File: src/rtl/nco_pkg.sv
// -----------------------------------------------------------------------------
// nco_pkg
// Shared definitions for the NCO configuration sequencer:
//   - state_e        : sequencer FSM states
//   - control-byte bit indices (EN, WAVE_HI:WAVE_LO, FREQ_F, DUTY_F)
//   - FREQ_BYTES / DUTY_BYTES : payload lengths of the optional fields
//   - after_ctrl()   : picks the next payload state from the field flags
// -----------------------------------------------------------------------------
package nco_pkg;

    typedef enum logic [2:0] {
        ST_IDLE    = 3'd0,
        ST_CTRL    = 3'd1,
        ST_FREQ    = 3'd2,
        ST_DUTY    = 3'd3,
        ST_DRAIN   = 3'd4,
        ST_PENDING = 3'd5,
        ST_COMMIT  = 3'd6
    } state_e;

    // Control byte layout
    localparam int EN      = 0;
    localparam int WAVE_LO = 1;
    localparam int WAVE_HI = 2;
    localparam int FREQ_F  = 3;
    localparam int DUTY_F  = 4;
    localparam int CTRL_W  = 5;   // bits 7:5 of the control byte are ignored

    localparam int FREQ_BYTES = 8;
    localparam int DUTY_BYTES = 2;

    // Next payload state once the control byte (or the frequency field) is done.
    function automatic state_e after_ctrl(input logic freq_f, input logic duty_f);
        if (freq_f) begin
            return ST_FREQ;
        end
        if (duty_f) begin
            return ST_DUTY;
        end
        return ST_DRAIN;
    endfunction

endpackage

File: src/rtl/nco_cfg_shadow.sv
// -----------------------------------------------------------------------------
// nco_cfg_shadow
// Shadow copy of an in-flight configuration: control bits plus the MSB-first
// byte-assembly shifters for the frequency word and the duty cycle.
// Ports:
//   clk, reset        : clock, asynchronous active-high reset
//   clear_i           : drop the whole shadow (aborted/restarted transaction)
//   ctrl_we_i         : load control bits from byte_i
//   freq_shift_i      : shift byte_i into the frequency word (MSB first)
//   duty_shift_i      : shift byte_i into the duty cycle (MSB first)
//   byte_i            : received byte
//   ctrl_o/freq_o/duty_o : shadow contents
// -----------------------------------------------------------------------------
module nco_cfg_shadow
    import nco_pkg::*;
(
    input  logic              clk,
    input  logic              reset,
    input  logic              clear_i,
    input  logic              ctrl_we_i,
    input  logic              freq_shift_i,
    input  logic              duty_shift_i,
    input  logic [7:0]        byte_i,
    output logic [CTRL_W-1:0] ctrl_o,
    output logic [63:0]       freq_o,
    output logic [15:0]       duty_o
);

    logic [CTRL_W-1:0] ctrl_q;
    logic [63:0]       freq_q;
    logic [15:0]       duty_q;

    // NOTE: sequential state uses non-blocking (<=) so every register samples
    // pre-edge values; blocking here would create order-dependent races.
    always_ff @(posedge clk or posedge reset) begin
        if (reset) begin
            ctrl_q <= '0;
            freq_q <= '0;
            duty_q <= '0;
        end else if (clear_i) begin
            ctrl_q <= '0;
            freq_q <= '0;
            duty_q <= '0;
        end else begin
            if (ctrl_we_i) begin
                ctrl_q <= byte_i[CTRL_W-1:0];
            end
            if (freq_shift_i) begin
                freq_q <= {freq_q[55:0], byte_i};
            end
            if (duty_shift_i) begin
                duty_q <= {duty_q[7:0], byte_i};
            end
        end
    end

    assign ctrl_o = ctrl_q;
    assign freq_o = freq_q;
    assign duty_o = duty_q;

endmodule

File: src/rtl/nco_cfg_sequencer.sv
// -----------------------------------------------------------------------------
// nco_cfg_sequencer
// Receives an I2C write transaction (control byte, optional 8-byte frequency,
// optional 2-byte duty), stages it in nco_cfg_shadow and commits it to the NCO
// outputs on phase_wrap, immediately when the NCO is disabled, or on timeout.
// Ports:
//   clk, reset            : clock, asynchronous active-high reset
//   rx_start/rx_stop      : I2C START(+addr match, write) / STOP pulses
//   rx_valid/rx_data      : received byte, accepted when rx_ready is high
//   rx_ready              : low only while an update is pending/committing
//   phase_wrap            : NCO phase-accumulator wrap pulse
//   enable/wave/frequency/duty_cycle : committed NCO configuration
//   commit                : one-cycle pulse after the outputs changed
//   busy                  : FSM not in IDLE
//   err                   : sticky protocol error, cleared by the next START
// -----------------------------------------------------------------------------
module nco_cfg_sequencer
    import nco_pkg::*;
#(
    parameter int          TIMEOUT_CYCLES = 65536,
    parameter logic [15:0] DUTY_RESET     = 16'h8000
) (
    input  logic        clk,
    input  logic        reset,
    input  logic        rx_start,
    input  logic        rx_stop,
    input  logic        rx_valid,
    input  logic [7:0]  rx_data,
    output logic        rx_ready,
    input  logic        phase_wrap,
    output logic        enable,
    output logic [1:0]  wave,
    output logic [63:0] frequency,
    output logic [15:0] duty_cycle,
    output logic        commit,
    output logic        busy,
    output logic        err
);

    localparam logic [16:0] TO_LAST   = 17'(TIMEOUT_CYCLES - 1);
    localparam logic [3:0]  FREQ_LAST = 4'(FREQ_BYTES - 1);
    localparam logic [3:0]  DUTY_LAST = 4'(DUTY_BYTES - 1);

    state_e      state_q, state_d, eff_state;
    logic [3:0]  byte_cnt_q, byte_cnt_d;
    logic [16:0] to_cnt_q, to_cnt_d;
    logic        err_q, err_d;
    logic        start_pend_q, start_pend_d;
    logic        commit_q;
    logic        enable_q;
    logic [1:0]  wave_q;
    logic [63:0] freq_q;
    logic [15:0] duty_q;

    logic        accept;
    logic        restart;
    logic        do_commit;
    logic        shadow_clear, ctrl_we, freq_shift, duty_shift;

    logic [CTRL_W-1:0] sh_ctrl;
    logic [63:0]       sh_freq;
    logic [15:0]       sh_duty;

    assign rx_ready = (state_q != ST_PENDING) && (state_q != ST_COMMIT);
    assign accept   = rx_valid && rx_ready;

    nco_cfg_shadow u_shadow (
        .clk          (clk),
        .reset        (reset),
        .clear_i      (shadow_clear),
        .ctrl_we_i    (ctrl_we),
        .freq_shift_i (freq_shift),
        .duty_shift_i (duty_shift),
        .byte_i       (rx_data),
        .ctrl_o       (sh_ctrl),
        .freq_o       (sh_freq),
        .duty_o       (sh_duty)
    );

    // NOTE: every signal written here gets a default first; a path that left
    // one unassigned would infer a latch.
    always_comb begin
        state_d      = state_q;
        eff_state    = state_q;
        err_d        = err_q;
        start_pend_d = start_pend_q;
        restart      = 1'b0;
        do_commit    = 1'b0;
        shadow_clear = 1'b0;
        ctrl_we      = 1'b0;
        freq_shift   = 1'b0;
        duty_shift   = 1'b0;

        unique case (state_q)
            ST_IDLE: begin
                // Bytes outside a transaction are accepted and dropped.
                if (rx_start) begin
                    state_d      = ST_CTRL;
                    err_d        = 1'b0;
                    shadow_clear = 1'b1;
                end
            end

            ST_CTRL, ST_FREQ, ST_DUTY, ST_DRAIN: begin
                if (rx_start) begin
                    // Repeated START: abandon what was staged and restart.
                    state_d      = ST_CTRL;
                    err_d        = 1'b1;
                    shadow_clear = 1'b1;
                    restart      = 1'b1;
                end else begin
                    // First account for a byte in this cycle, then judge a
                    // STOP against the state the byte leaves us in.
                    if (accept) begin
                        case (state_q)
                            ST_CTRL: begin
                                ctrl_we   = 1'b1;
                                eff_state = after_ctrl(rx_data[FREQ_F], rx_data[DUTY_F]);
                            end
                            ST_FREQ: begin
                                freq_shift = 1'b1;
                                if (byte_cnt_q == FREQ_LAST) begin
                                    eff_state = after_ctrl(1'b0, sh_ctrl[DUTY_F]);
                                end
                            end
                            ST_DUTY: begin
                                duty_shift = 1'b1;
                                if (byte_cnt_q == DUTY_LAST) begin
                                    eff_state = ST_DRAIN;
                                end
                            end
                            default: begin
                                err_d = 1'b1;   // surplus byte in DRAIN
                            end
                        endcase
                    end
                    state_d = eff_state;
                    if (rx_stop) begin
                        if (eff_state == ST_DRAIN) begin
                            state_d = err_d ? ST_IDLE : ST_PENDING;
                        end else begin
                            state_d      = ST_IDLE;
                            err_d        = 1'b1;
                            shadow_clear = 1'b1;
                        end
                    end
                end
            end

            ST_PENDING: begin
                if (rx_start) begin
                    start_pend_d = 1'b1;
                end
                if (phase_wrap || !enable_q || (to_cnt_q == TO_LAST)) begin
                    state_d   = ST_COMMIT;
                    do_commit = 1'b1;
                end
            end

            ST_COMMIT: begin
                if (start_pend_q || rx_start) begin
                    state_d      = ST_CTRL;
                    start_pend_d = 1'b0;
                    err_d        = 1'b0;
                    shadow_clear = 1'b1;
                end else begin
                    state_d = ST_IDLE;
                end
            end

            default: begin
                state_d = ST_IDLE;
            end
        endcase
    end

    // Byte counter restarts on every state entry, including a repeated START.
    always_comb begin
        byte_cnt_d = byte_cnt_q;
        if ((state_d != state_q) || restart) begin
            byte_cnt_d = '0;
        end else if (accept) begin
            byte_cnt_d = byte_cnt_q + 4'd1;
        end
    end

    // Held at zero outside PENDING, so it starts from zero on entry; saturates.
    always_comb begin
        to_cnt_d = to_cnt_q;
        if (state_q != ST_PENDING) begin
            to_cnt_d = '0;
        end else if (to_cnt_q != '1) begin
            to_cnt_d = to_cnt_q + 17'd1;
        end
    end

    always_ff @(posedge clk or posedge reset) begin
        if (reset) begin
            state_q      <= ST_IDLE;
            byte_cnt_q   <= '0;
            to_cnt_q     <= '0;
            err_q        <= 1'b0;
            start_pend_q <= 1'b0;
        end else begin
            state_q      <= state_d;
            byte_cnt_q   <= byte_cnt_d;
            to_cnt_q     <= to_cnt_d;
            err_q        <= err_d;
            start_pend_q <= start_pend_d;
        end
    end

    // Committed configuration: all selected fields change on one edge and the
    // commit pulse is visible in the cycle that follows it.
    always_ff @(posedge clk or posedge reset) begin
        if (reset) begin
            enable_q <= 1'b0;
            wave_q   <= 2'b00;
            freq_q   <= '0;
            duty_q   <= DUTY_RESET;
            commit_q <= 1'b0;
        end else begin
            commit_q <= do_commit;
            if (do_commit) begin
                enable_q <= sh_ctrl[EN];
                wave_q   <= sh_ctrl[WAVE_HI:WAVE_LO];
                if (sh_ctrl[FREQ_F]) begin
                    freq_q <= sh_freq;
                end
                if (sh_ctrl[DUTY_F]) begin
                    duty_q <= sh_duty;
                end
            end
        end
    end

    assign enable     = enable_q;
    assign wave       = wave_q;
    assign frequency  = freq_q;
    assign duty_cycle = duty_q;
    assign commit     = commit_q;
    assign busy       = (state_q != ST_IDLE);
    assign err        = err_q;

endmodule

File: config.mk
export PLATFORM = sky130hd
export DESIGN_NAME = nco_cfg_sequencer
export DESIGN_NICKNAME = d
export VERILOG_FILES = /design/src/rtl/nco_pkg.sv /design/src/rtl/nco_cfg_shadow.sv /design/src/rtl/nco_cfg_sequencer.sv
export SDC_FILE = /design/constraint.sdc
export NUM_CORES = 1
export LEC_CHECK = 0
export ABC_AREA = 1
export CORE_MARGIN = 10
export CORE_UTILIZATION = 50
export DETAILED_ROUTE_END_ITERATION = 12
export HOLD_SLACK_MARGIN = 0.02
export PLACE_DENSITY_LB_ADDON = 0.12
export RECOVER_POWER = 50
export SLEW_MARGIN = 5
export SYNTH_ARGS = -nofsm -noshare
export SYNTH_HDL_FRONTEND = slang
export SYNTH_SLANG_ARGS = --single-unit
File: constraint.sdc
create_clock -name clk -period 8.2 [get_ports clk]
set_input_delay 2.46 -clock clk [delete_from_list [all_inputs] [get_ports clk]]
set_output_delay 2.46 -clock clk [all_outputs]
set_load 0.01 [all_outputs]
Yosys cells after proc, flatten, opt, wreduce, memory -nomap -nowiden
Cells that the tools add are included.

Register bits after elaboration: 195. Output and inout bits: 87.

Reductions and logical operators: 22. Add/subtract/negate cells: 2. Multiplexer cells: 80. Equality and inequality tests: 17.

Operator list (count): two-way mux 64 bit (2); two-way mux 3 bit (17); two-way mux 1 bit (48); two-way mux 17 bit (2); two-way mux 16 bit (2); adder 17 x 1 -> 17 bit (second input constant) (1); equality test 17 x 16 -> 1 bit (second input constant) (1); != test 17 bit (second input constant) (1); equality test 3 bit (second input constant) (4); one-hot mux 3 bit (4 select lines) (1); nonzero test 2 bit (6); two-way mux 5 bit (2); one-hot mux 3 bit (3 select lines) (1); two-way mux 4 bit (2); equality test 3 x 2 -> 1 bit (second input constant) (2); != test 2 bit (second input constant) (3); != test 3 bit (second input constant) (2); one-hot mux 1 bit (3 select lines) (2); AND reduction 3 bit (2); nonzero test 3 bit (2); adder 4 x 1 -> 4 bit (second input constant) (1); equality test 4 x 1 -> 1 bit (second input constant) (1); equality test 4 x 3 -> 1 bit (second input constant) (1); logical OR 1 bit (4); 9 further kinds (11).

Logic depth before layout (Yosys ltp)
Gate-level depths: netlist (run 1).

Depth in word-level cells: 25. Gate-level depth with buffers: 17. Depth with buffers taken out: 17.

Modules after synthesis
Synthesis (run 1) repeated with hierarchy kept, for this count alone.

Cells, all modules: 799. Area, all modules: 8171.6 sq um.

By module, submodules not included: nco_cfg_sequencer (sequential area each 2753.9 sq um, cells each 429, area each 4829.6 sq um, instances 1); nco_cfg_shadow (sequential area each 2127.0 sq um, cells each 370, area each 3342.0 sq um, instances 1).

Worst setup path after synthesis (run 1)
No wires, ideal clock.

Kind: input port to flip-flop. Start: input phase_wrap. End: register duty_q[0] (netlist: duty_cycle[0]). Data arrival time: 3846 ps. Data required time: 8075 ps. Slack: 4230 ps. Setup time: 125 ps. Path buffers: 1. Cell stages on the path: 7. Cell sequence: nor3_1 > inv_1 > nand2_1 > clkinv_1 > nand2_1 > buf_2 > mux2_2.

Word-level cells in the longest chain between the ends: 5.

RTL lines: start: declaration (RTL line nco_cfg_sequencer.sv:30) `input logic phase_wrap,`; logical OR 1 bit (2 in a row) (RTL line nco_cfg_sequencer.sv:154) `if (phase_wrap || !enable_q || (to_cnt_q == TO_LAST)) begin`; two-way mux 1 bit (RTL line nco_cfg_sequencer.sv:154); two-way mux 1 bit (RTL line nco_cfg_sequencer.sv:94) `unique case (state_q)`; named net do_commit (RTL line nco_cfg_sequencer.sv:57) `logic do_commit;`; AND reduction 2 bit (no line); end signal: assignment (RTL line nco_cfg_sequencer.sv:231) `duty_q <= sh_duty;`; end: declaration (RTL line nco_cfg_sequencer.sv:53) `logic [15:0] duty_q;`.

The timed path passes the listed nets, and every way through them passes these cells. A chain may end at the register's enable or synchronous reset.

Worst setup path after layout (run 1)
Start: input rx_data[3]. End: register u_shadow.freq_q[14] (netlist: u_shadow.freq_o[14]).

Word-level cells in the longest chain between the ends: 16.

RTL lines: start: declaration (RTL line nco_cfg_sequencer.sv:28) `input logic [7:0] rx_data,`; two-way mux 1 bit * (RTL line nco_pkg.sv:34) `if (freq_f) begin`; two-way mux 1 bit * (RTL line nco_cfg_sequencer.sv:115) `case (state_q)`; two-way mux 1 bit * (RTL line nco_cfg_sequencer.sv:114) `if (accept) begin`; two-way mux 1 bit * (RTL line nco_cfg_sequencer.sv:105) `if (rx_start) begin`; two-way mux 1 bit * (RTL line nco_cfg_sequencer.sv:94); two-way mux 3 bit * (RTL line nco_pkg.sv:37) `if (duty_f) begin`; one-hot mux 3 bit (3 select lines) * (RTL line nco_cfg_sequencer.sv:115); two-way mux 3 bit * (RTL line nco_cfg_sequencer.sv:114); two-way mux 3 bit * (RTL line nco_cfg_sequencer.sv:105); two-way mux 3 bit * (RTL line nco_cfg_sequencer.sv:94); equality test 3 bit * (RTL line nco_cfg_sequencer.sv:139) `if (eff_state == ST_DRAIN) begin`; two-way mux 1 bit * (RTL line nco_cfg_sequencer.sv:139); two-way mux 1 bit * (RTL line nco_cfg_sequencer.sv:138) `if (rx_stop) begin`; two-way mux 1 bit * (RTL line nco_cfg_sequencer.sv:105); one-hot mux 1 bit (3 select lines) * (RTL line nco_cfg_sequencer.sv:94); two-way mux 64 bit or nonzero test 2 bit (tied branches); end signal: assignment (RTL line nco_cfg_shadow.sv:49) `freq_q <= {freq_q[55:0], byte_i};`; end: declaration (RTL line nco_cfg_shadow.sv:30) `logic [63:0] freq_q;`.

Every way passes the cells marked *; elsewhere a longest branch is shown, timed or not. The select of a mux whose other input is x is not followed.

==> metrics, run 1 <==
maximum vdd drop=154 uV; Placeable Area=16,000 um2; largest net degree at the start of global routing=121; # IOs=101; CTS tree=done; Reg clk slew, reported paths=0.07 ns; Layout area overhead=20.9%; Setup Viol. Count Final=0; Remaining Overflow, GRT=0; slack of the critical path=3.00 ns; worst stage delay on the critical path=0.80 ns; Core Rows=46; initial core utilization=51.4%; RSZ-0062 raised after global routing=false; Post-synth ARST share=100%; Setup Buffers After CTS=0; antenna violations before repair=0; hpwl dp=12,700 um; DRC viols=0; Placer Congestion=0.861; share of layout cells above drive strength 1=11.6%; drt first pass iters=5; PD cells=269 nW/um2; clk buf depth=2; critical path's top delay family=buffers and inverters; syn nets=870; CP Capture Type=flip-flop; worst path bufs/invs=2; critical path class=input port to flip-flop; crit path cell chain=dlygate4sd3_1 > nor2_1 > nand2_1 > nand2_1 > nor2_1 > nand3_1 > nand2_1 > nor2_1 > a21oi_1 > o21ai_0 > nand2_4 > inv_2 > nand3_1 > o21ai_2; buffer type at the clock tree root=clkbuf_16; Fin Setup TNS=0 ns; Final min period=5.20 ns; Max Transition Viols Final=78; layout net count=949; flops & latches, synth=195; H-Tree Depth=4; Vias/cell=5.28; full die area=22,000 um2; total track usage=17.1%; Rel. slew slack=-21.7%; failing checks=max-capacitance violations, max-slew violations; Crit Path Max Fanout=69; Vias=6,123; Port Buffers=100; first-pass GRT wire length=31,000 um; count leader, synth=dfrtp_1; DR iter-0 viols=381; final worst path period share=63.4%; Post-synth EDFFs=0; clk sinks=195; Hold Crit Class=flip-flop to flip-flop; WL per Instance=15.9 um; pre-CTS setup slack=2.77 ns; Resize count post-CTS=0; worst skew pair latency=0.43 ns; Yosys cell types=41; Die Wd=148 um; dominant cell type by area after synthesis=dfrtp_1; syn_area_per_cell=9.66 um2; Syn. warnings=0; Fin. Hold Viols=0; number of global-route vias before repair=6,262; post-synth top area share=59.1%; Worst path slowest cell=inv_2; Final ANT Viol Nets=0; hold-fix buffers at CTS=0; P_leak=4.77 nW; Critical Path AT=5.55 ns; CP startpoint kind=input port; worst clock skew=0.00803 ns; register area share after synthesis=59.4%; Synth Flop Type=dfrtp_1; status=finished, violations left; netlist area before placement=8220 um2; number of antenna diodes=0; Worst EP required=8.55 ns; clock buffer count from CTS=17; commonest cells in the netlist=194 x dfrtp_1, 154 x nand2_1, 109 x o21ai_0; WL final=18,400 um; Gate Count Post-Synth=851; top post-synthesis cells by area=dfrtp_1 59%, nand2_1 7.0%, o21ai_0 6.6%; number of max-cap violations=1; Max Clk Rate=192 MHz; Slew @ Worst Pin=1.83 ns; die height=148 um
[registers in the layout, summed over array words and instances (netlist names)]
| register | count |
|---|---|
| u_shadow.ctrl_o | 5 |
| commit | 1 |
| byte_cnt_q | 4 |
| start_pend_q | 1 |
| wave | 2 |
| to_cnt_q | 17 |
| u_shadow.freq_o | 64 |
| u_shadow.duty_o | 16 |
| enable | 1 |
| frequency | 64 |
| duty_cycle | 16 |
| err | 1 |
| state_q | 3 |
[logic make-up after synthesis]
| group | count (synthesis) | share of synthesized area, % |
|---|---|---|
| adders and majority gates | 5 | 0.761 |
| xor gates and xnor gates | 4 | 0.426 |
| muxes | 21 | 2.88 |
| buffers and inverters | 142 | 7.23 |
| AOI/OAI and AO/OA | 176 | 12.9 |
| DFF | 195 | 59.4 |
| and+or+nand+nor | 308 | 16.4 |
[worst reg2reg max path, cell delays in order (launching register included)]
cell and delay, ns:
dfrtp_1 0.47, inv_1 0.17, nand3_1 0.40, nand2_2 0.30, nor2_8 0.07, nand3_1 0.09
nand2_1 0.07, nor2_1 0.15, a21oi_1 0.11, o21ai_0 0.29, nand2_4 0.14, inv_2 0.80
nand3_1 0.42, o21ai_2 0.14
[layout by cell type, fill, tap and decap left out, types with 2 or more instances in the layout]
cell type,count
dfrtp_1,194
nand2_1,153
o21ai_0,110
inv_1,93
dlygate4sd3_1,89
nand3_1,78
nor2_1,47
o21ai_2,40
mux2_2,21
a21oi_1,19
clkbuf_16,17
clkdlybuf4s50_1,11
nor3_1,10
nand4_1,6
ha_1,5
inv_2,4
bufinv_16,4
xor2_1,3
clkinv_2,3
a31oi_1,2
nand2_4,2
nor3b_1,2
clkinv_4,2
inv_6,2
clkbuf_8,2
buf_4,2
[final timing paths]
path                                            from                               to  slack, ns  cells after the start
min                        frequency[50]$_DFFE_PP0P_        frequency[50]$_DFFE_PP0P_       0.48                      2
min reg2reg                frequency[50]$_DFFE_PP0P_        frequency[50]$_DFFE_PP0P_       0.48                      2
max in group asynchronous                      reset        frequency[22]$_DFFE_PP0P_       3.26                      3
max reg2reg                     state_q[1]$_DFF_PP0_  u_shadow.freq_o[14]$_DFFE_PP0P_       4.51                     13
max                                       rx_data[3]  u_shadow.freq_o[14]$_DFFE_PP0P_       3.00                     14
min in group asynchronous                      reset        duty_cycle[9]$_DFFE_PP0P_       2.68                      2
[area by class of cell]
type | count | area (um2)
fill | 1356 | 6070
tap | 216 | 270
multi-input combinational | 514 | 2750
timing repair buffer | 103 | 1020
clock inverter | 12 | 178
clock buffer | 20 | 457
inverter | 99 | 379
sequential | 195 | 4880
[report_power, final]
group,switching (mW),internal (mW),total (mW),leakage [nW]
logic,0.452,0.191,0.642,1.78
clock network,0.353,0.528,0.881,0.311
registers,0.0816,1.06,1.14,2.68
[stage by stage]
step / power [mW] / cells / hold slack (ns) / instance area [um2] / util (%)
2_1_floorplan: 1.64 / 851 / 0.442 / 8220 / -
3_3_place_gp: 1.82 / 1127 / 0.465 / 9310 / 58.2
3_5_place_dp: 1.83 / 1127 / 0.467 / 9310 / 58.2
4_1_cts: 2.72 / 1159 / 0.485 / 9940 / 62.1
5_1_grt: 2.81 / 1159 / 0.505 / 9930 / 62.1
6_report: 2.67 / 1159 / 0.477 / 9930 / 62.1
[metal layers]
metal | track usage (%) | share of wire, % | wire, um
met5 | 0 | 0 | 0
met4 | 5.55 | 1.3 | 246
met3 | 3.79 | 4.5 | 836
met2 | 29.5 | 51 | 9350
met1 | 20.8 | 43 | 7990
Note: power is estimated with default switching activity, not from simulation.
==> run 2, diff against run 1 <==
Settings changed: CORE_UTILIZATION 50 to 55.
Clock period 8.2 ns to 5.4 ns, I/O delays scaled along.
==> run 2 against run 1 <==
The run now ends clean. Sequential cell count unchanged. Combinational power increased by 64%. Sequential share of layout area decreased by 0.42 points. Hold slack got worse by 0.0013 ns. Sequential power increased by 53%. First-iteration DRC count increased by 13%. Critical path type is now flip-flop to output port. Critical endpoint is now rx_ready. Largest power group unchanged.
==> metrics, run 2 (synthesis results as in run 1) <==
status=completed; Vias=6,042 (-1.3%); maximum vdd drop=268 uV (+74%); number of max-cap violations=0 (-1); clk sinks=195 (unchanged); total design power=4.19 mW (+57%); largest net degree at the start of global routing=129 (+6.6%); Worst EP required=3.78 ns (-4.77 ns); H-Tree Depth=4 (unchanged); CTS tree=done; critical path's top delay family=buffers and inverters; Worst path slowest cell=dfrtp_1; critical path class=flip-flop to output port; clk buf depth=2 (unchanged); Port Buffers=100 (unchanged); Final ANT Viol Nets=0 (unchanged); Layout area overhead=21.9%; total track usage=18.8% (+1.7 points); pre-CTS setup slack=1.30 ns (-1.47 ns); Final min period=3.93 ns; Rel. slew slack=54.5% (+76 points); Placer Congestion=0.928 (+7.8%); Max Clk Rate=254 MHz; P_leak=4.61 nW (-3.5%); Remaining Overflow, GRT=0 (unchanged); DRC viols=0 (unchanged); Crit Path Max Fanout=12 (-83%); full die area=20,200 um2 (-7.9%); number of global-route vias before repair=6,211 (-0.81%); layout net count=956 (+0.74%); slack of the critical path=1.47 ns (-1.53 ns); antenna violations before repair=0 (unchanged); worst path bufs/invs=3 (+1); Finished Cell Area=10,000 um2 (+0.87%); Fin Setup TNS=0 ns (unchanged); crit path cell chain=inv_1 > nand3_1 > nand2_2 > inv_1 > clkdlybuf4s50_1; Setup Buffers After CTS=0 (unchanged); Core Rows=44 (-4.3%); RSZ-0062 raised after global routing=false; WL final=18,200 um (-0.99%); Vias/cell=5.33 (+0.85%); final worst path period share=72.8%; DR iter-0 viols=431 (+13%); WL per Instance=16.1 um (+1.2%); # IOs=101 (unchanged); drt first pass iters=4 (-1); most common cell after layout, fill and taps aside=dfrtp_1; share of layout cells above drive strength 1=12.3% (+0.76 points); Slew @ Worst Pin=0.683 ns (-1.14 ns); Fin. Hold Viols=0 (unchanged); initial core utilization=56.3% (+5.0 points); most frequent cells in the layout=194 x dfrtp_1, 153 x nand2_1, 110 x o21ai_0; hold-fix buffers at CTS=0 (unchanged); CP Capture Type=output port; Max Transition Viols Final=0 (-100%); placed cell areas=9360 um2 (+0.50%); number of antenna diodes=0 (unchanged); CP startpoint kind=flip-flop; Critical Path AT=2.31 ns (-3.24 ns); first-pass GRT wire length=31,200 um (+0.51%); worst skew pair latency=0.43 ns (about the same); Reg clk slew, reported paths=0.06 ns (about the same); Die Wd=142 um (-4.0%); Resize count post-CTS=0 (unchanged); worst stage delay on the critical path=0.48 ns (-0.32 ns); most used cell, CP=inv_1; die height=142 um (-4.0%); buffer type at the clock tree root=clkbuf_16; worst clock skew=0.00943 ns (+0.00139 ns); clock buffer count from CTS=17 (unchanged); hpwl dp=13,000 um (+1.7%); Setup Viol. Count Final=0 (unchanged); fillcell total=1,135 (-16%); Placeable Area=14,600 um2 (-8.8%); Hold Crit Class=flip-flop to flip-flop; PD cells=418 nW/um2 (+56%)
[run 2: layer usage]
metal	vias up	global-route usage [%]	share of wire [%]
li1	2950	-	-
met1	2971	23.5	43
met2	104	31.7	51
met3	17	4.51	5.1
met4	0	5.54	1.2
met5	-	0	0
[run 2: worst register-to-register path: cells and delay by family, from the launching register on]
family	cells	cell delay [ns]
compound gates	3	0.51
buf+inv	3	0.70
simple gates	8	1.51
flops	1	0.48
[run 2: layout make-up]
cell class                 instances  area (um2)  area share (%)
clock inverter                    11         198            1.97
clock buffer                      21         470            4.70
tap                              184         230            2.30
inverter                          99         373            3.72
timing repair buffer             110        1110            11.1
sequential                       195        4880            48.7
multi-input combinational        514        2750            27.5
[run 2: per-stage QoR]
step | util [%] | std cells | hold slack, ns
2_1_floorplan | - | 851 | 0.442
3_3_place_gp | 64.1 | 1102 | 0.465
3_5_place_dp | 64.1 | 1102 | 0.463
4_1_cts | 68.7 | 1134 | 0.484
5_1_grt | 68.7 | 1134 | 0.505
6_report | 68.7 | 1134 | 0.476
[run 2: where the power goes]
part	switching [mW]	internal, mW	leakage [nW]	total, mW
registers	0.126	1.61	2.68	1.74
clock network	0.540	0.863	0.324	1.40
logic	0.697	0.350	1.60	1.05
[run 2: worst paths after layout]
check                                          startpoint                               to  slack, ns  depth (start not counted)
worst min-delay path            frequency[50]$_DFFE_PP0P_        frequency[50]$_DFFE_PP0P_       0.48                          2
worst max-delay path                 state_q[1]$_DFF_PP0_                         rx_ready       1.47                          5
min in group asynchronous                           reset       duty_cycle[13]$_DFFE_PP0P_       1.83                          3
worst max register to register       state_q[1]$_DFF_PP0_  u_shadow.freq_o[55]$_DFFE_PP0P_       2.12                         14
worst min register to register  frequency[50]$_DFFE_PP0P_        frequency[50]$_DFFE_PP0P_       0.48                          2
max in group asynchronous                           reset          to_cnt_q[5]$_DFFE_PP0P_       2.96                          3
